## config.mk

```make
export PLATFORM = sky130hd
export DESIGN_NAME = seq_gen_101_tx
export DESIGN_NICKNAME = d
export VERILOG_FILES = /design/src/rtl/seq_pkg.sv /design/src/rtl/seq_tx_counter.sv /design/src/rtl/seq_gen_101_tx.sv
export SDC_FILE = /design/constraint.sdc
export NUM_CORES = 1
export LEC_CHECK = 0
export ABC_AREA = 1
export CORE_MARGIN = 4
export CORE_UTILIZATION = 52
export CTS_CLUSTER_DIAMETER = 200
export CTS_CLUSTER_SIZE = 25
export DETAILED_ROUTE_END_ITERATION = 16
export GPL_ROUTABILITY_DRIVEN = 1
export PLACE_DENSITY_LB_ADDON = 0.05
export SETUP_SLACK_MARGIN = 0.1
export SLEW_MARGIN = 0
export SYNTH_ARGS = -nofsm -noshare
export SYNTH_HDL_FRONTEND = slang
export SYNTH_SLANG_ARGS = --single-unit
```

## constraint.sdc

```tcl
create_clock -name clock -period 2.7 [get_ports clock]
set_input_delay 0.54 -clock clock [delete_from_list [all_inputs] [get_ports clock]]
set_output_delay 0.54 -clock clock [all_outputs]
set_load 0.1 [all_outputs]
```

## src/rtl/seq_pkg.sv

```systemverilog
// -----------------------------------------------------------------------------
// seq_pkg
// Shared definitions for the serial "101" pattern transmitter and the matching
// sequence detector.
//   seq_state_e : FSM state encoding (IDLE, SHIFT, GAP, DONE)
//   PAT_101     : default pattern loaded into the transmitter at reset
// -----------------------------------------------------------------------------
package seq_pkg;

    typedef enum logic [1:0] {
        IDLE  = 2'b00,
        SHIFT = 2'b01,
        GAP   = 2'b10,
        DONE  = 2'b11
    } seq_state_e;

    localparam logic [2:0] PAT_101 = 3'b101;

endpackage

```

## src/rtl/seq_tx_counter.sv

```systemverilog
// -----------------------------------------------------------------------------
// seq_tx_counter
// Bit-index down-counter (PAT_W-1 .. 0) and repeat down-counter (N .. 1) for
// the serial pattern transmitter.
// Ports:
//   i_clk       : rising-edge clock
//   i_rst_n     : synchronous active-low reset (clears both counters)
//   i_load      : accepted start with a non-zero repeat count
//   i_repeat    : repeat count to latch on i_load
//   i_step      : one pattern bit was just emitted
//   o_next_idx  : index of the bit to emit after the current one
//   o_last_bit  : current bit is the LSB of the pattern
//   o_last_rep  : current repetition is the final one
// -----------------------------------------------------------------------------
module seq_tx_counter #(
    parameter int PAT_W    = 3,
    parameter int REPEAT_W = 4,
    localparam int IDX_W   = (PAT_W > 1) ? $clog2(PAT_W) : 1
) (
    input  logic                i_clk,
    input  logic                i_rst_n,
    input  logic                i_load,
    input  logic [REPEAT_W-1:0] i_repeat,
    input  logic                i_step,
    output logic [IDX_W-1:0]    o_next_idx,
    output logic                o_last_bit,
    output logic                o_last_rep
);

    localparam logic [IDX_W-1:0] TOP_IDX = IDX_W'(PAT_W - 1);

    logic [IDX_W-1:0]    r_bit_idx;
    logic [REPEAT_W-1:0] r_rep;

    always_ff @(posedge i_clk) begin
        if (!i_rst_n) begin
            r_bit_idx <= '0;
            r_rep     <= '0;
        end else if (i_load) begin
            r_bit_idx <= TOP_IDX;
            r_rep     <= i_repeat;
        end else if (i_step) begin
            if (o_last_bit) begin
                r_bit_idx <= TOP_IDX;
                // Stop at 1 so the final repetition stays flagged as last.
                if (!o_last_rep) begin
                    r_rep <= r_rep - 1'b1;
                end
            end else begin
                r_bit_idx <= r_bit_idx - 1'b1;
            end
        end
    end

    assign o_last_bit = (r_bit_idx == '0);
    assign o_last_rep = (r_rep == REPEAT_W'(1));
    assign o_next_idx = o_last_bit ? TOP_IDX : (r_bit_idx - 1'b1);

endmodule

```

## src/rtl/seq_gen_101_tx.sv

```systemverilog
// -----------------------------------------------------------------------------
// seq_gen_101_tx
// Serial pattern transmitter: shifts a PAT_W-bit pattern out MSB-first,
// repeat_cnt times, using a start/busy/done handshake.
//
// Handshake: start is sampled only in IDLE. When it is accepted the first
// pattern bit is on d_out (d_valid=1) right after that edge, one bit per
// cycle follows, and done pulses for one cycle (busy still 1) after the last
// bit. busy drops in the following IDLE cycle. start/load_pat seen while busy
// are dropped, never queued.
//
// Ports:
//   clock      : rising-edge clock
//   reset      : synchronous active-low reset
//   start      : transmission request (IDLE only)
//   load_pat   : load pattern_in into the pattern register (IDLE only)
//   pattern_in : new pattern
//   repeat_cnt : repetitions, latched on accepted start (0 = done only)
//   d_out      : serial data, 0 whenever d_valid=0
//   d_valid    : d_out carries a pattern bit
//   busy       : state != IDLE
//   done       : one-cycle end-of-transmission pulse
//   dbg_state  : current FSM state (seq_state_e encoding)
//
// Build option: define SEQ_GEN_GAP_EN to insert one idle GAP cycle between
// consecutive repetitions.
// -----------------------------------------------------------------------------
module seq_gen_101_tx
    import seq_pkg::*;
#(
    parameter int               PAT_W    = 3,
    parameter logic [PAT_W-1:0] PATTERN  = PAT_W'(PAT_101),
    parameter int               REPEAT_W = 4
) (
    input  logic                clock,
    input  logic                reset,
    input  logic                start,
    input  logic                load_pat,
    input  logic [PAT_W-1:0]    pattern_in,
    input  logic [REPEAT_W-1:0] repeat_cnt,
    output logic                d_out,
    output logic                d_valid,
    output logic                busy,
    output logic                done,
    output logic [1:0]          dbg_state
);

    localparam int IDX_W = (PAT_W > 1) ? $clog2(PAT_W) : 1;

    seq_state_e       r_state;
    logic [PAT_W-1:0] r_pat;
    logic             r_d_out;
    logic             r_d_valid;
    logic             r_busy;
    logic             r_done;

    logic [PAT_W-1:0] w_pat_src;
    logic             w_load;
    logic             w_step;
    logic [IDX_W-1:0] w_next_idx;
    logic             w_last_bit;
    logic             w_last_rep;

    // A simultaneous load_pat + start transmits the incoming pattern.
    assign w_pat_src = load_pat ? pattern_in : r_pat;
    assign w_load    = (r_state == IDLE) && start && (repeat_cnt != '0);
    assign w_step    = (r_state == SHIFT);

    seq_tx_counter #(
        .PAT_W    (PAT_W),
        .REPEAT_W (REPEAT_W)
    ) u_counter (
        .i_clk      (clock),
        .i_rst_n    (reset),
        .i_load     (w_load),
        .i_repeat   (repeat_cnt),
        .i_step     (w_step),
        .o_next_idx (w_next_idx),
        .o_last_bit (w_last_bit),
        .o_last_rep (w_last_rep)
    );

    always_ff @(posedge clock) begin
        if (!reset) begin
            r_state   <= IDLE;
            r_pat     <= PATTERN;
            r_d_out   <= 1'b0;
            r_d_valid <= 1'b0;
            r_busy    <= 1'b0;
            r_done    <= 1'b0;
        end else begin
            // Data and pulse outputs default low; each state re-asserts them.
            r_d_out   <= 1'b0;
            r_d_valid <= 1'b0;
            r_done    <= 1'b0;
            case (r_state)
                IDLE: begin
                    r_busy <= 1'b0;
                    if (load_pat) begin
                        r_pat <= pattern_in;
                    end
                    if (start) begin
                        r_busy <= 1'b1;
                        if (repeat_cnt != '0) begin
                            r_state   <= SHIFT;
                            r_d_out   <= w_pat_src[PAT_W-1];
                            r_d_valid <= 1'b1;
                        end else begin
                            r_state <= DONE;
                            r_done  <= 1'b1;
                        end
                    end
                end
                SHIFT: begin
                    if (w_last_bit && w_last_rep) begin
                        r_state <= DONE;
                        r_done  <= 1'b1;
                    end
`ifdef SEQ_GEN_GAP_EN
                    else if (w_last_bit) begin
                        r_state <= GAP;
                    end
`endif
                    else begin
                        // w_next_idx wraps to the MSB after the LSB, giving
                        // back-to-back repetitions.
                        r_d_out   <= r_pat[w_next_idx];
                        r_d_valid <= 1'b1;
                    end
                end
`ifdef SEQ_GEN_GAP_EN
                GAP: begin
                    r_state   <= SHIFT;
                    r_d_out   <= r_pat[PAT_W-1];
                    r_d_valid <= 1'b1;
                end
`endif
                DONE: begin
                    r_state <= IDLE;
                    r_busy  <= 1'b0;
                end
                default: begin
                    r_state <= IDLE;
                    r_busy  <= 1'b0;
                end
            endcase
        end
    end

    assign d_out     = r_d_out;
    assign d_valid   = r_d_valid;
    assign busy      = r_busy;
    assign done      = r_done;
    assign dbg_state = r_state;

endmodule

```

==> qor_table.md <==
| Item | Reported |
| --- | --- |
| Result of the run | complete, no violations |
| Global-route usage over all layers | 15.6% |
| Final instance area | 1010 um^2 |
| Worst path buffer plus inverter count | 1 |
| Post-synthesis cell type count | 19 |
| Synthesized-area fraction occupied by and/or/nand/nor cells | 35.3% |
| Vias in the first global route | 632 |
| Leakage power total | 0.510 nW |
| Placed cells | 150 |
| Finished Layout Cells | 154 |
| Effective utilization at floorplan | 54.8% |
| CTS max path bufs | 2 |
| Peak VDD IR | 0.367 mV |
| Top fanout value on the critical path | 3 |
| Post-Synthesis Mean Instance Area | 6.94 um^2 |
| Final hold slack | 473 ps |
| Cell breakdown of the critical path | buf_4 |
| #FFs+latches synth | 15 |
| Post-synthesis to final-layout area growth | 22.4% |
| Number of enable-type register cells in the synthesized netlist | 0 |
| Horizontal die dimension | 47.9 um |
| Worst slew slack as a fraction of its limit | 77.9% |
| Residual DRC | 0 |
| Max-slew violation count | 0 |
| Quantity of gates resized following cts | 0 |
| Area of placed instances | 983 um^2 |
| Largest net degree at the start of global routing | 10 |
| Clock tree from TritonCTS | built |
| Routability Congestion | 0.783 |
| Number of nets in the layout | 154 |
| Period utilisation layout | 57.4% |
| Total nets after synthesis | 134 |
| CP top delay family | flip-flops |
| Worst Setup Start Kind | flip-flop |
| Sequential cell area fraction in the yosys report | 36.4% |
| I/O Pins | 17 |
| Pre-CTS worst setup slack | 964 ps |
| Netlist area before placement | 826 um^2 |
| Overall via count from detail_route | 765 |
| Worst endpoint data arrival time | 1010 ps |
| Total Neg Setup Slack | 0 ps |
| Share of layout cells above drive strength 1 | 14.5% |
| Multiplexer share of the synthesized area | 0% |
| Antenna violations before repair | 0 |
| Synth warnings | 0 |
| Detailed placer's ending HPWL | 1300 um |
| Maximum clock skew at final layout | 8.17 ps |
| Slowest cell delay on critical path | 420 ps |
| Core region area | 1510 um^2 |
| Required arrival time at the worst endpoint | 2160 ps |
| Complex-gate fraction of the synthesized area | 11.4% |
| Post-layout total power | 574 uW |
| Fraction of the mapped netlist area in adder cells | 6.06% |
| Power per cell area | 568 nW/um^2 |
| Worst setup margin | 1150 ps |
| Antenna Cells | 0 |
| Classification of the worst-slack hold path | flip-flop to flip-flop |
| Maximum operating frequency | 0.645 GHz |
| DR vias/cell | 4.97 |
| Number of buffers created by CTS | 3 |
| Top_reg_cell synth | sky130_fd_sc_hd__dfxtp_1 |
| Count of buffers inserted at the top-level ports | 16 |
| Mean routed wirelength per cell | 10.5 um |
| Final setup vio count | 0 |
| Utilization of the core after routing | 67.1% |
| Chip Height | 47.9 um |
| Clock root cell | sky130_fd_sc_hd__clkbuf_4 |
| Slowest cell on crit path | sky130_fd_sc_hd__dfxtp_1 |
| Synthesized-area fraction occupied by xor and xnor cells | 0% |
| Iteration-0 DRC Markers | 30 |
| Total Die Area | 2290 um^2 |
| Number of antenna-violating nets in the routed design | 0 |
| Post-CTS repair timing setup buffer count | 0 |
| Asr flop ratio synth | 0% |
| Number of H-tree branching levels | 1 |
| Synthesized instance count | 119 |
| Main combinational cell family by area after synthesis | simple AND/OR/NAND/NOR gates |
| WS Path Type | flip-flop to output pin |
| Clock sink total | 15 |
| RSZ-0062 raised after global routing | false |
| Site Rows | 14 |
| Overflow after GRT | 0 |
| Max Cap Violations | 0 |
| Fin. Hold Viols | 0 |
| Clock Latency Late Sink | 280 ps |
| Number of inserted filler cells in the final layout | 135 |
| Measured slew at the worst slew-check pin | 330 ps |
| Post-layout minimum cycle time | 1550 ps |
| Critical Path End Type | output pin |
| Clock transition at the register clock pins on the worst setup and hold paths after CTS | 100 ps |
| DR pass1 iterations | 4 |
| Wire length of the first global-routing pass | 2590 um |
| Total wire length | 1620 um |
| Number of buffers added to fix hold violations after cts | 0 |
cells in the final DEF, fill, tap and decap left out, types with 2 or more instances in the layout:
master and n:
sky130_fd_sc_hd__a21oi_1 11, sky130_fd_sc_hd__buf_4 6, sky130_fd_sc_hd__clkbuf_4 3, sky130_fd_sc_hd__clkdlybuf4s50_1 10, sky130_fd_sc_hd__dfxtp_1 15, sky130_fd_sc_hd__ha_1 4
sky130_fd_sc_hd__inv_1 20, sky130_fd_sc_hd__inv_2 2, sky130_fd_sc_hd__nand2_1 28, sky130_fd_sc_hd__nand2_2 3, sky130_fd_sc_hd__nand2_4 2, sky130_fd_sc_hd__nand3_1 12
sky130_fd_sc_hd__nor2_1 9, sky130_fd_sc_hd__o21ai_0 5
path summary, 6_finish.rpt:
kind	startpoint	to	slack, ps	cells past startpoint
worst max-delay path	dbg_state[1]	dbg_state[1]	1150	1
worst min-delay path	r_pat[1]	r_pat[1]	470	2
worst max register to register	u_counter.r_bit_idx[0]	u_counter.r_rep[1]	1390	9
worst min register to register	r_pat[1]	r_pat[1]	470	2
routing by layer:
metal | global-route usage [%] | share of wire, %
met3 | 2.26 | 4.2
met1 | 22.8 | 52
met5 | 0 | 0
met2 | 23.5 | 43
met4 | 4.84 | 0.62
synth_stat cells, types with 2 or more instances:
master                     n  area (um^2)
sky130_fd_sc_hd__nand2_1  28          105
sky130_fd_sc_hd__inv_2     2         7.51
sky130_fd_sc_hd__nand2_2   3         18.8
sky130_fd_sc_hd__ha_1      4         50.1
sky130_fd_sc_hd__nand2_4   2         22.5
sky130_fd_sc_hd__a21oi_1  11         55.1
sky130_fd_sc_hd__inv_1    20         75.1
sky130_fd_sc_hd__o21ai_0   5         25.0
sky130_fd_sc_hd__nand3_1  12         60.1
sky130_fd_sc_hd__nor2_1    9         33.8
sky130_fd_sc_hd__dfxtp_1  15          300
layout make-up:
cell class	instances	area, um^2	share of cell area (%)
multi-input combinational	81	435	43.1
sequential	15	300	29.7
timing repair buffer	16	145	14.4
inverter	22	82.6	8.17
clock buffer	3	22.5	2.23
tap	16	20.0	1.98
clock inverter	1	5.00	0.495
power by group:
part / internal, mW / switching [mW]
Clock: 0.0548 / 0.0745
Sequential: 0.241 / 0.0125
Combinational: 0.0659 / 0.126
Total: 0.361 / 0.213
registers in the layout, indices dropped and copies added, names as in the netlist:
signal / flops
done: 1
busy: 1
u_counter.r_bit_idx: 2
r_pat: 3
d_valid: 1
dbg_state: 2
u_counter.r_rep: 4
d_out: 1
cell families (layout without fill, tap and decap cells):
| logic type | after synthesis | after routing |
|---|---|---|
| flip-flops | 15 | 15 |
| buffers and inverters | 23 | 42 |
| AO/OA/AOI/OAI | 18 | 18 |
| AND/OR/NAND/NOR | 59 | 59 |
| adder cells (fa/ha/maj) | 4 | 4 |
No activity file was read; power rests on OpenSTA's default activity.
